**src/rtl/simon_pkg.sv**
```systemverilog
// Shared constants, rotation helpers and FSM state type for the SIMON cipher engine.
// Helpers operate on 64-bit containers; callers pass the live word width N.
package simon_pkg;

    typedef enum logic [1:0] {
        S_IDLE  = 2'd0,
        S_KEXP  = 2'd1,
        S_ROUND = 2'd2,
        S_HOLD  = 2'd3
    } simon_state_e;

    // Bit 61 holds the first element of each z sequence.
    localparam logic [61:0] Z_SEQ [5] = '{
        62'b11111010001001010110000111001101111101000100101011000011100110,
        62'b10001110111110010011000010110101000111011111001001100001011010,
        62'b10101111011100000011010010011000101000010001111110010110110011,
        62'b11011011101011000110010111100000010010001010011100110100001111,
        62'b11010001111001101011011000100000010111000011001010010011101111
    };

    typedef struct packed {
        int n;
        int m;
        int t;
        int j;
    } simon_cfg_t;

    localparam simon_cfg_t SIMON_CFGS [10] = '{
        '{n: 16, m: 4, t: 32, j: 0},
        '{n: 24, m: 3, t: 36, j: 0},
        '{n: 24, m: 4, t: 36, j: 1},
        '{n: 32, m: 3, t: 42, j: 2},
        '{n: 32, m: 4, t: 44, j: 3},
        '{n: 48, m: 2, t: 52, j: 2},
        '{n: 48, m: 3, t: 54, j: 3},
        '{n: 64, m: 2, t: 68, j: 2},
        '{n: 64, m: 3, t: 69, j: 3},
        '{n: 64, m: 4, t: 72, j: 4}
    };

    function automatic bit simon_cfg_legal(input int n, input int m, input int t, input int j);
        bit ok;
        ok = 1'b0;
        for (int c = 0; c < 10; c++) begin
            if (SIMON_CFGS[c].n == n && SIMON_CFGS[c].m == m &&
                SIMON_CFGS[c].t == t && SIMON_CFGS[c].j == j) begin
                ok = 1'b1;
            end
        end
        return ok;
    endfunction

    function automatic logic [63:0] width_mask(input int unsigned n);
        return (n >= 64) ? '1 : ((64'd1 << n) - 64'd1);
    endfunction

    function automatic logic [63:0] rol(input logic [63:0] v, input int unsigned amt,
                                       input int unsigned n);
        logic [63:0] vm;
        vm = v & width_mask(n);
        if (amt == 0) return vm;
        return ((vm << amt) | (vm >> (n - amt))) & width_mask(n);
    endfunction

    function automatic logic [63:0] ror(input logic [63:0] v, input int unsigned amt,
                                       input int unsigned n);
        logic [63:0] vm;
        vm = v & width_mask(n);
        if (amt == 0) return vm;
        return ((vm >> amt) | (vm << (n - amt))) & width_mask(n);
    endfunction

    function automatic logic [63:0] simon_f(input logic [63:0] x, input int unsigned n);
        return (rol(x, 1, n) & rol(x, 8, n)) ^ rol(x, 2, n);
    endfunction

endpackage

```
**src/rtl/simon_keystore.sv**
```systemverilog
// Round-key register file: loaded with the master key, extended one word per cycle,
// and read by round index (reversed for decryption).
module simon_keystore
    import simon_pkg::*;
#(
    parameter int N  = 16,
    parameter int M  = 4,
    parameter int T  = 32,
    parameter int J  = 0,
    parameter int CB = $clog2(T)
) (
    input  logic                  clk,
    input  logic                  load_i,
    input  logic [M-1:0][N-1:0]   key_i,
    input  logic                  gen_i,
    input  logic [CB-1:0]         wr_idx_i,
    input  logic [CB-1:0]         rd_idx_i,
    input  logic                  dec_i,
    output logic [N-1:0]          rk_o
);

    logic [N-1:0]  rk_q [T];
    logic [N-1:0]  tmp;
    logic [N-1:0]  rk_new;
    logic [CB-1:0] idx_m1;
    logic [CB-1:0] idx_m3;
    logic [CB-1:0] idx_mm;
    logic [CB-1:0] rd_idx;
    logic [6:0]    zoff;
    logic [5:0]    zpos;
    logic          zbit;

    function automatic logic [N-1:0] rotr(input logic [N-1:0] v, input int unsigned a);
        return N'(ror(64'(v), a, N));
    endfunction

    always_comb begin
        idx_m1 = wr_idx_i - CB'(1);
        idx_m3 = wr_idx_i - CB'(3);
        idx_mm = wr_idx_i - CB'(M);
        tmp    = rotr(rk_q[idx_m1], 3);
        if (M == 4) tmp = tmp ^ rk_q[idx_m3];
        tmp    = tmp ^ rotr(tmp, 1);
        // T-M can exceed the 62-entry z period for the widest variants.
        zoff   = 7'(wr_idx_i) - 7'(M);
        if (zoff >= 7'd62) zoff = zoff - 7'd62;
        zpos   = 6'(7'd61 - zoff);
        zbit   = Z_SEQ[J][zpos];
        rk_new = ~rk_q[idx_mm] ^ tmp ^ N'(zbit) ^ N'(3);
    end

    always_ff @(posedge clk) begin
        if (load_i) begin
            for (int k = 0; k < M; k++) rk_q[k] <= key_i[k];
        end else if (gen_i) begin
            rk_q[wr_idx_i] <= rk_new;
        end
    end

    always_comb begin
        rd_idx = dec_i ? (CB'(T - 1) - rd_idx_i) : rd_idx_i;
        rk_o   = rk_q[rd_idx];
    end

endmodule

```
**src/rtl/simon_block_cipher.sv**
```systemverilog
// SIMON 2n/mn engine: one-time key expansion, then one round per clock per block.
// state   | meaning
// S_IDLE  | accepts a key (priority) or, once keys are valid, a block
// S_KEXP  | writes one round key per cycle up to rk[T-1]
// S_ROUND | applies round cnt_q to the block state
// S_HOLD  | presents dout until the consumer takes it
module simon_block_cipher
    import simon_pkg::*;
#(
    parameter int N  = 16,
    parameter int M  = 4,
    parameter int T  = 32,
    parameter int J  = 0,
    parameter int CB = $clog2(T)
) (
    input  logic                  clk,
    input  logic                  nR,
    input  logic                  key_valid,
    output logic                  key_ready,
    input  logic [M-1:0][N-1:0]   key,
    output logic                  key_done,
    input  logic                  din_valid,
    output logic                  din_ready,
    input  logic [1:0][N-1:0]     din,
    input  logic                  dec,
    output logic                  dout_valid,
    input  logic                  dout_ready,
    output logic [1:0][N-1:0]     dout
);

    if (!simon_cfg_legal(N, M, T, J)) begin : g_bad_cfg
        $error("simon_block_cipher: unsupported (N,M,T,J) combination");
    end

    simon_state_e     state_q, state_d;
    logic [CB-1:0]    cnt_q, cnt_d;
    logic [N-1:0]     x_q, x_d;
    logic [N-1:0]     y_q, y_d;
    logic             dec_q, dec_d;
    logic             key_done_q, key_done_d;
    logic [1:0][N-1:0] dout_q, dout_d;
    logic             dout_valid_q, dout_valid_d;
    logic             ks_load;
    logic             ks_gen;
    logic [N-1:0]     rk;
    logic [N-1:0]     x_new;

    simon_keystore #(.N(N), .M(M), .T(T), .J(J), .CB(CB)) u_keystore (
        .clk      (clk),
        .load_i   (ks_load),
        .key_i    (key),
        .gen_i    (ks_gen),
        .wr_idx_i (cnt_q),
        .rd_idx_i (cnt_q),
        .dec_i    (dec_q),
        .rk_o     (rk)
    );

    always_ff @(posedge clk or negedge nR) begin
        if (!nR) begin
            state_q      <= S_IDLE;
            cnt_q        <= '0;
            x_q          <= '0;
            y_q          <= '0;
            dec_q        <= 1'b0;
            key_done_q   <= 1'b0;
            dout_q       <= '0;
            dout_valid_q <= 1'b0;
        end else begin
            state_q      <= state_d;
            cnt_q        <= cnt_d;
            x_q          <= x_d;
            y_q          <= y_d;
            dec_q        <= dec_d;
            key_done_q   <= key_done_d;
            dout_q       <= dout_d;
            dout_valid_q <= dout_valid_d;
        end
    end

    always_comb begin
        state_d      = state_q;
        cnt_d        = cnt_q;
        x_d          = x_q;
        y_d          = y_q;
        dec_d        = dec_q;
        key_done_d   = key_done_q;
        dout_d       = dout_q;
        dout_valid_d = dout_valid_q;
        ks_load      = 1'b0;
        ks_gen       = 1'b0;
        x_new        = y_q ^ N'(simon_f(64'(x_q), N)) ^ rk;

        case (state_q)
            S_IDLE: begin
                if (key_valid) begin
                    ks_load    = 1'b1;
                    key_done_d = 1'b0;
                    cnt_d      = CB'(M);
                    state_d    = S_KEXP;
                end else if (din_valid && key_done_q) begin
                    // Decryption runs the forward round on swapped halves.
                    dec_d   = dec;
                    x_d     = dec ? din[0] : din[1];
                    y_d     = dec ? din[1] : din[0];
                    cnt_d   = '0;
                    state_d = S_ROUND;
                end
            end
            S_KEXP: begin
                ks_gen = 1'b1;
                if (cnt_q == CB'(T - 1)) begin
                    key_done_d = 1'b1;
                    cnt_d      = '0;
                    state_d    = S_IDLE;
                end else begin
                    cnt_d = cnt_q + CB'(1);
                end
            end
            S_ROUND: begin
                x_d = x_new;
                y_d = x_q;
                if (cnt_q == CB'(T - 1)) begin
                    dout_d       = dec_q ? {x_q, x_new} : {x_new, x_q};
                    dout_valid_d = 1'b1;
                    cnt_d        = '0;
                    state_d      = S_HOLD;
                end else begin
                    cnt_d = cnt_q + CB'(1);
                end
            end
            S_HOLD: begin
                if (dout_ready) begin
                    dout_valid_d = 1'b0;
                    state_d      = S_IDLE;
                end
            end
            default: state_d = S_IDLE;
        endcase
    end

    assign key_ready  = (state_q == S_IDLE);
    assign din_ready  = (state_q == S_IDLE) && key_done_q;
    assign key_done   = key_done_q;
    assign dout_valid = dout_valid_q;
    assign dout       = dout_q;

endmodule

```
**config.mk**
```make
export PLATFORM = sky130hd
export DESIGN_NAME = simon_block_cipher
export DESIGN_NICKNAME = d
export VERILOG_FILES = /design/src/rtl/simon_pkg.sv /design/src/rtl/simon_keystore.sv /design/src/rtl/simon_block_cipher.sv
export SDC_FILE = /design/constraint.sdc
export NUM_CORES = 1
export LEC_CHECK = 0
export CAP_MARGIN = 20
export CORE_UTILIZATION = 68
export CTS_CLUSTER_DIAMETER = 40
export DETAILED_ROUTE_END_ITERATION = 6
export MAX_ROUTING_LAYER = met4
export PLACE_DENSITY_LB_ADDON = 0.1
export SYNTH_ARGS = -nofsm -noshare
export SYNTH_HDL_FRONTEND = slang
export SYNTH_SLANG_ARGS = --single-unit
```
**constraint.sdc**
```tcl
create_clock -name clk -period 9.98 [get_ports clk]
set_input_delay 1.996 -clock clk [delete_from_list [all_inputs] [get_ports clk]]
set_output_delay 1.996 -clock clk [all_outputs]
set_load 0.05 [all_outputs]
```
* Yosys cells after proc, flatten, opt, wreduce, memory -nomap -nowiden
Memory sizes are Yosys's and may differ from the RTL's. Cells that the tools add are included.
Word-level totals: input port bits 102, memories kept 2, memory bits (writable) 512, bits in read-only memories 64, register bits 74, word-level logic and storage cells 102, output and inout port bits 36
Cells by class: add/sub/neg operators 8, bitwise gates (word level) 16, reduce and logical (&&, ||, !) cells 16, $lt $le $gt $ge 2, eq/ne operators 11, muxes and demuxes 38
Memory list:
- u_keystore.rk_q | words 32, width 16, read ports 4, clocked after Yosys merged registers in 0, write ports 4, RTL line simon_keystore.sv:22 | logic [N-1:0] rk_q [T];
- (no name shown) | words 64, width 1, read ports 1, clocked after Yosys merged registers in 0, write ports 0, RTL line simon_keystore.sv:48 | zbit = Z_SEQ[J][zpos];
Operators by type and width (count):
- $mux 16 | 7
- $xor 16x16->16 | 6
- $pmux 16 s2 | 2
- $mux 32 | 1
- $mux 5 | 5
- $and 16x16->16 | 1
- $not 16->16 | 1
- $or 13x16->16 | 1
- $or 15x16->16 | 1
- $or 16x1->16 | 1
- $or 16x2->16 | 1
- $or 16x8->16 | 1
- $reduce_or 16->1 | 1
- $xor 16x1->16 | 1
- $mux 1 | 13
- $reduce_and 3->1 | 4
- $mux 2 | 5
- $ne 2x2->1 const B | 5
- $pmux 5 s2 | 1
- $pmux 2 s4 | 1
- $reduce_bool 2->1 | 4
- $ge 7x6->1 const B | 1
- $lt 6x7->1 const B | 1
- $mux 6 | 1
- other kinds (21) | 25

* Longest topological paths before layout
An unclocked memory read counts as a cell.
depth in word-level cells 10, depth in mapped cells 19, depth with buffers taken out 11

* Cells and area by module
Synthesis repeated with hierarchy kept, for this count alone.
Second synthesis, totals: cell total of the unflattened synthesis 2454, area total of the unflattened synthesis 38725.9 µm²
By module, submodules not included:
- simon_keystore | seq. area each 15374.7 µm², area each 34110.2 µm², instances 1, cells each 2013
- simon_block_cipher | seq. area each 1851.8 µm², area each 4615.7 µm², instances 1, cells each 441

* Worst setup path after synthesis
Ideal clock, no wire load.
kind register to register, start register cnt_q[0], end memory u_keystore.rk_q[0][2] (data pin), data required time 9842 ps, buffers on the path 9, path slack 5002 ps, setup time 138 ps, data arrival time 4840 ps, clock period less this slack 4978 ps, cell stages (with the launch flop) 18, cell sequence dfrtp_1 -> buf_4 -> inv_2 -> buf_4 -> buf_2 -> buf_2 -> ha_1 -> clkbuf_2 -> buf_4 -> buf_4 -> inv_2 -> buf_4 -> clkbuf_1 -> nand3_1 -> a32oi_1 -> xnor3_1 -> xnor2_1 -> mux2_2
RTL lines:
- start, declared | RTL line simon_block_cipher.sv:36 | logic [CB-1:0] cnt_q, cnt_d;
- start signal, assigned | RTL line simon_block_cipher.sv:71 | cnt_q <= cnt_d;
- end, declared | RTL line simon_keystore.sv:22

==> results by stage <==
Worst setup path:
- The largest single stage delay on the critical path is 0.74 ns.
- Tracing the worst setup path back leads to its startpoint at cnt_q[0]$_DFFE_PN0P_.
- The critical path required time is 10.32 ns.
- In this run the critical register-to-register path is launched from cnt_q[0]$_DFFE_PN0P_.
- The worst reg-to-reg path cell count is 10.
- The flop-to-flop setup slack is around 3.4 ns.
- The worst setup path is launched from a flop.
- The worst setup path is captured at a flop.
- The critical path capture point is u_keystore.rk_q[24][5]$_DFFE_PP_.
- The signal on the critical path passes through inv_8, ha_4, buf_4, buf_4, mux4_2, mux4_2, mux2i_1, xnor2_1, xnor3_1, inv_1.
- The slowest stage of the critical path belongs to the cell sky130_fd_sc_hd__buf_4.
- The maximum fanout encountered on the critical timing path is 76.
- The arrival time at the worst endpoint is 6.94 ns.
- By startpoint and endpoint, the worst setup path is classified as flop to flop.
- In this run the critical register-to-register path is captured at u_keystore.rk_q[24][5]$_DFFE_PP_.

Yosys:
- Synthesis produced a netlist whose cell count is 2,444.
- The cell area that synthesis handed to floorplanning was 38,200 sq um.
- Counting every net in the synthesized netlist gives ~2.6k.
- The post-synthesis sequential element count is 586.
- Among all cell types in the netlist, the one instantiated most often is sky130_fd_sc_hd__mux4_2.
- The count of cell types in the netlist is 59.
- Ranked by instance count, the synthesized netlist is headed by sky130_fd_sc_hd__mux4_2 (561), sky130_fd_sc_hd__edfxtp_1 (512), sky130_fd_sc_hd__nand2_1 (244), sky130_fd_sc_hd__mux2i_1 (113), sky130_fd_sc_hd__nor2_1 (112).
- Yosys mapped a number of flops with a built-in enable equal to around 510.
- In this run the biggest area consumer among cell types represents 40.3% of the synthesized area.
- Yosys attributes the largest share of cell area to sky130_fd_sc_hd__edfxtp_1 (40%), sky130_fd_sc_hd__mux4_2 (33%), sky130_fd_sc_hd__dfrtp_1 (4.9%).
- The most used flip-flop cell after synthesis is sky130_fd_sc_hd__edfxtp_1.
- The fraction of registers with async set or reset after synthesis is 12.6%.
- Sequential cells were found to cover 45.1% of the synthesized design area.
- Averaged over all synthesized cells, the footprint is around 16 sq um.
- For this run, the number of Yosys warnings is 0.
- sky130_fd_sc_hd__edfxtp_1 takes more of the synthesized area than any other cell.

Global routing:
- For this run, the total global-route usage over all layers was measured as 49.0%.
- The pin count of the biggest net entering global routing is 154.
- The number of global-route vias before repair came to 27.4k.
- The initial antenna violation count is 0.
- The wire length of the first global-routing pass is 189 mm.
- The total grt overflow is 0.

Hold path:
- In this run the worst hold path is classified as flop to flop.

Cells and area:
- Relative to the synthesized area, the layout overhead comes to 14.7%.
- Of the cells placed in the final design, the portion with a size suffix greater than 1 is 35.9%.
- The net count of the finished layout is 2,654.

STA:
- The setup TNS is 0 ns.
- On the final layout, the worst clock skew is 0.0331 ns.
- On the final layout, the worst hold slack is 0.486 ns.
- The timing-limited maximum frequency is 152 MHz.
- The final-report max-slew violation count was 0.
- The post-layout minimum cycle time is 6.60 ns.
- For the pin with the worst max-slew slack, the measured transition is approximately 1.3 ns.
- The number of endpoints failing setup at the final stage is 0.
- The number of hold violations in the final report came to 0.
- The worst path uses 66.1% of the clock period.
- Setup repair after global routing left no endpoint under its margin.
- The headroom to the max-slew limit is 13.1%.

Clocking:
- Counting along the longest clock path gives a buffer depth of 3.
- The later pin in the worst-skew pair is clocked with a latency of between 0.6 and 0.7 ns.
- The number of setup buffers added after CTS is 0.
- Buffers inserted to repair hold after CTS numbered 0.
- The cell sitting at the root of the clock tree is a sky130_fd_sc_hd__clkbuf_16.
- The clock drives 586 sinks.
- The clock tree from TritonCTS is built.
- The number of gates resized after CTS was 0.
- The post-CTS clock slew at the launch and capture registers of the worst setup and hold paths is 0.05 ns.
- The total clock buffers created by CTS is 96.
- The H-tree generated during clock tree synthesis spans 3 levels.

Placed design:
- The global placer's final weighted congestion is 0.998.
- Summed over all nets, the half-perimeter wirelength after detailed placement is 77.6 mm.
- The count of buffers added on input and output ports is 137.

Floorplan:
- The overall die width is 239 microns.
- The die height is 239 microns.
- The initial core utilization is roughly 70%.
- The number of I/O pins is 138.
- The floorplan step defined a die boundary enclosing around 57,000 sq um.
- The initialized floorplan defines 86 standard-cell rows.
- The region available for standard cell placement spans 55,300 sq um.

Drt:
- Wires add up to about 130 mm.
- The first detailed-routing pass took 7 iterations.
- In the routed layout, each cell is associated on average with a via count of approximately 8.4.
- For this block, the initial DRC count from the detailed router was 6,046.
- The routed layout has 28.2k vias.
- The average wire per standard cell is 39.4 microns.
- In the routed design, unresolved DRC markers number 0.
- The post-detailed-route count of antenna-violating nets is 0.

Outcome:
- The run finished with clean final reports.

Job:
- Max-cap violations in this run came to 0.
## cells in the final DEF (no fill, tap or decap), drive strengths merged, types with 21 or more instances in the layout
master / n
clkbuf: 106
clkdlybuf4s50: 135
nand2b: 28
nand2: 244
xnor2: 73
nand3: 45
clkinv: 32
mux2: 77
a31oi: 37
ha: 21
edfxtp: 512
o21ai: 68
buf: 67
inv: 42
dfrtp: 74
a21oi: 71
xor2: 25
mux2i: 113
nor2: 112
mux4: 561
## worst max-delay path: cells and delay by family (launching register included)
family / cells / cell delay [ns]
fa+ha+maj: 1 / 0.42
buf+inv: 4 / 2.48
xor+xnor: 2 / 1.10
flops: 1 / 0.66
mux: 3 / 1.38
## kinds of logic after synthesis
group / synth area share, %
and+or+nand+nor: 5.34
muxes: 38.3
DFF: 45.1
xor gates and xnor gates: 3.24
AOI/OAI and AO/OA: 4.29
adders and majority gates: 0.689
buffers and inverters: 2.94
## metal layers
layer	global-route usage, %	vias up	routed length (microns)
met5	-	-	0
met4	32.3	0	10500
met3	17.6	759	22800
met2	66.5	3165	57700
met1	62.6	13946	41400
li1	-	10353	-
## registers in the layout, summed over array words and instances, names as in the netlist
register	flops
cnt_q	5
y_q	16
dec_q	1
key_done	1
state_q	2
dout_valid	1
u_keystore.rk_q	512
dout	32
x_q	16
## cell type report
class                           instances  area (sq um)
Antenna cell                            2          5.00
Clock buffer                          106          2520
Clock inverter                         73           706
Fill cell                            3027         11500
Inverter                               20          82.6
Multi-Input combinational cell       1625         20200
Sequential cell                       586         17200
Tap cell                              748           936
Timing Repair Buffer                  202          2050
## through the flow
step / setup slack (ns) / util, % / area (sq um) / std cells
2_1_floorplan: 5.00 / - / 38200 / 2444
3_3_place_gp: 3.72 / 72.8 / 40300 / 3167
3_5_place_dp: 3.53 / 72.8 / 40300 / 3169
4_1_cts: 3.46 / 78.7 / 43500 / 3348
5_1_grt: 3.08 / 79.2 / 43800 / 3360
6_report: 3.38 / 79.2 / 43800 / 3362
## worst min-delay path by stage
stage	start	to	slack, ns	cells after the start
6_report	dout[21]$_DFFE_PN0P_	dout[21]$_DFFE_PN0P_	0.49	1
4_1_cts	dout[21]$_DFFE_PN0P_	dout[21]$_DFFE_PN0P_	0.49	1
3_3_place_gp	dout[21]$_DFFE_PN0P_	dout[21]$_DFFE_PN0P_	0.48	1
2_1_floorplan	y_q[0]$_DFFE_PN0P_	y_q[0]$_DFFE_PN0P_	0.47	2
3_5_place_dp	dout[21]$_DFFE_PN0P_	dout[21]$_DFFE_PN0P_	0.48	1
5_1_grt	dout[21]$_DFFE_PN0P_	dout[21]$_DFFE_PN0P_	0.52	1
Power is left out: the tool's default activity adds up to more than one toggle a clock period on the data nets, which glitch-free logic cannot reach.
==> RTL change, RTL diff (config.mk and constraints unchanged) <==
The 4 states of `simon_state_e` get a Gray code encoding in 2 bits.
--- a/src/rtl/simon_pkg.sv
+++ b/src/rtl/simon_pkg.sv
@@ -5,6 +5,6 @@
     typedef enum logic [1:0] {
-        S_IDLE  = 2'd0,
-        S_KEXP  = 2'd1,
-        S_ROUND = 2'd2,
-        S_HOLD  = 2'd3
+        S_IDLE  = 2'b00,
+        S_KEXP  = 2'b01,
+        S_ROUND = 2'b11,
+        S_HOLD  = 2'b10
     } simon_state_e;
Function: same outputs for any inputs over 4 cycles, from zero or initial values; so few cycles prove little.
==> RTL change against the original RTL <==
  * Cell count up 5.5%
  * Sequential share of layout area up 0.47 points
  * Clock skew up 0.0041 ns
  * Setup slack worse by 0.69 ns
  * Global-route usage up 1.3 points
  * Final area down 1.2%
  * Wire length up 2.3%
  * Via count up 3.4%
  * Sequential cell count unchanged
  * Area after synthesis down 0.84%
  * Critical endpoint is now u_keystore.rk_q[15][8]$_DFFE_PP_
Power is not shown: default switching activity piles up to over one toggle a cycle in this logic, so the estimate is an artifact.
==> RTL change: results (changes against the original RTL) <==
R2R depth 11 (was 10); Relative slew margins 0.155 (was 0.131); HP Start dout[1]$_DFFE_PN0P_ (was dout[21]$_DFFE_PN0P_); met1 WL 40,500 um (was 41,400 um); total number of vias 29,200 (was 28,200); worst-case clock skew 0.0371 ns (was 0.0331 ns); critical path's slowest cell dfrtp_4 (was buf_4); Total Routed Length 135,000 um (was 132,000 um); R2R setup slack 2.70 ns (was 3.38 ns); status completed (unchanged); metal2 WL 58,800 um (was 57,700 um); initial antenna violation count 3 (was 0); layout cells sized above 1 0.306 (was 0.359); gr usage total 0.503 (was 0.490); hold endpoint dout[1]$_DFFE_PN0P_ (was dout[21]$_DFFE_PN0P_); CTS Buf Count 90 (was 96); syn nets 2,768 (was 2,567); dominant cells by area after synthesis edfxtp_1 41%, mux4_2 31%, dfrtp_1 4.9%, nand2_1 3.9%, mux2i_1 3.0% (was edfxtp_1 40%, mux4_2 33%, dfrtp_1 4.9%, mux2i_1 3.0%, nand2_1 2.4%); largest net degree at the start of global routing 103 (was 154); top post-synthesis cells by count 515 x mux4_2, 512 x edfxtp_1, 392 x nand2_1 (was 561 x mux4_2, 512 x edfxtp_1, 244 x nand2_1); worst path arrival time 7.55 ns (was 6.94 ns); Clock Latency Late Sink 0.68 ns (was 0.66 ns); post-synthesis sequential area ratio 0.455 (was 0.451); routability-driven placement congestion ratio 1.01 (was 0.998); Startpoint Class register (unchanged); met3 wire length 25,800 um (was 22,800 um); hpwl dp 80,900 um (was 77,600 um); Yosys cell types 64 (was 59); Worst Hold Depth 2 (was 1); RR Endpoint u_keystore.rk_q[15][8]$_DFFE_PP_ (was u_keystore.rk_q[24][5]$_DFFE_PP_); initial DRC count 5,924 (was 6,046); vias in the first global route 28,100 (was 27,400); first-pass GRT wire length 193,000 um (was 189,000 um); Critical Path Max Stage Delay 1.09 ns (was 0.74 ns)
==> RTL change: cell types whose count changed in the layout (fill, tap and decap cells not counted), sizes merged, moves of 12 or more <==
cell,before,now
nand2,244,392
o21ai,68,139
nand3,45,96
mux4,561,516
mux2,77,33
a31oi,37,9
nand2b,28,7
nand4,2,21
xnor2,73,91
buf,67,84
o211ai,5,20
nor2,112,99
xnor3,14,2
==> RTL change: worst max path at each step <==
stage,from,endpoint,cells after the start
after floorplan,cnt_q[1]$_DFFE_PN0P_,u_keystore.rk_q[2][9]$_DFFE_PP_,14
after global placement,cnt_q[0]$_DFFE_PN0P_,u_keystore.rk_q[19][5]$_DFFE_PP_,11
after detailed placement,cnt_q[0]$_DFFE_PN0P_,u_keystore.rk_q[21][5]$_DFFE_PP_,11
after CTS,cnt_q[0]$_DFFE_PN0P_,u_keystore.rk_q[17][5]$_DFFE_PP_,11
after global routing,cnt_q[0]$_DFFE_PN0P_,u_keystore.rk_q[10][8]$_DFFE_PP_,11
final,cnt_q[0]$_DFFE_PN0P_,u_keystore.rk_q[15][8]$_DFFE_PP_,11
==> RTL change: cell type report <==
class                      instances  area, um^2
multi-input combinational       1795       19600
sequential                       586       17200
fill                            3001       11700
clock buffer                     105        2410
timing repair buffer             220        2150
tap                              748         936
clock inverter                    62         757
inverter                          26         101
antenna                            5        12.5
==> RTL change: per-stage QoR <==
stage	util	instance area, um^2	cells	setup WS (ns)	hold WS [ns]
global route	0.787	43300	3546	2.56	0.508
finish	0.787	43300	3547	2.70	0.482
global placement	0.725	39800	3362	3.27	0.470
CTS	0.783	43100	3532	3.01	0.486
floorplan	-	37800	2649	4.71	0.544
detailed placement	0.725	39900	3365	2.99	0.474
==> RTL change: cells by family (layout without fill, tap and decap cells) <==
kind of cell	count (synthesis)	in the layout	share of synthesized area
adder cells (fa/ha/maj)	17	17	0.00562
AO/OA/AOI/OAI	338	338	0.0541
AND/OR/NAND/NOR	658	658	0.0735
multiplexers	662	662	0.347
flip-flops	586	586	0.455
other	0	5	0
XOR/XNOR	120	120	0.0301
buffers and inverters	268	413	0.0345
==> RTL change: tightest hold or removal path, delay by kind of cell, from the launching register on <==
| kind | cells | cell delay, ns |
|---|---|---|
| AOI/OAI and AO/OA | 1 | 0.06 |
| DFF | 1 | 0.34 |
| and+or+nand+nor | 1 | 0.05 |
==> RTL change: metal layers <==
metal / vias up / GRT usage
li1: 10900 / -
met1: 14200 / 0.600
met2: 3431 / 0.691
met3: 753 / 0.236
met4: 0 / 0.317
met5: - / -
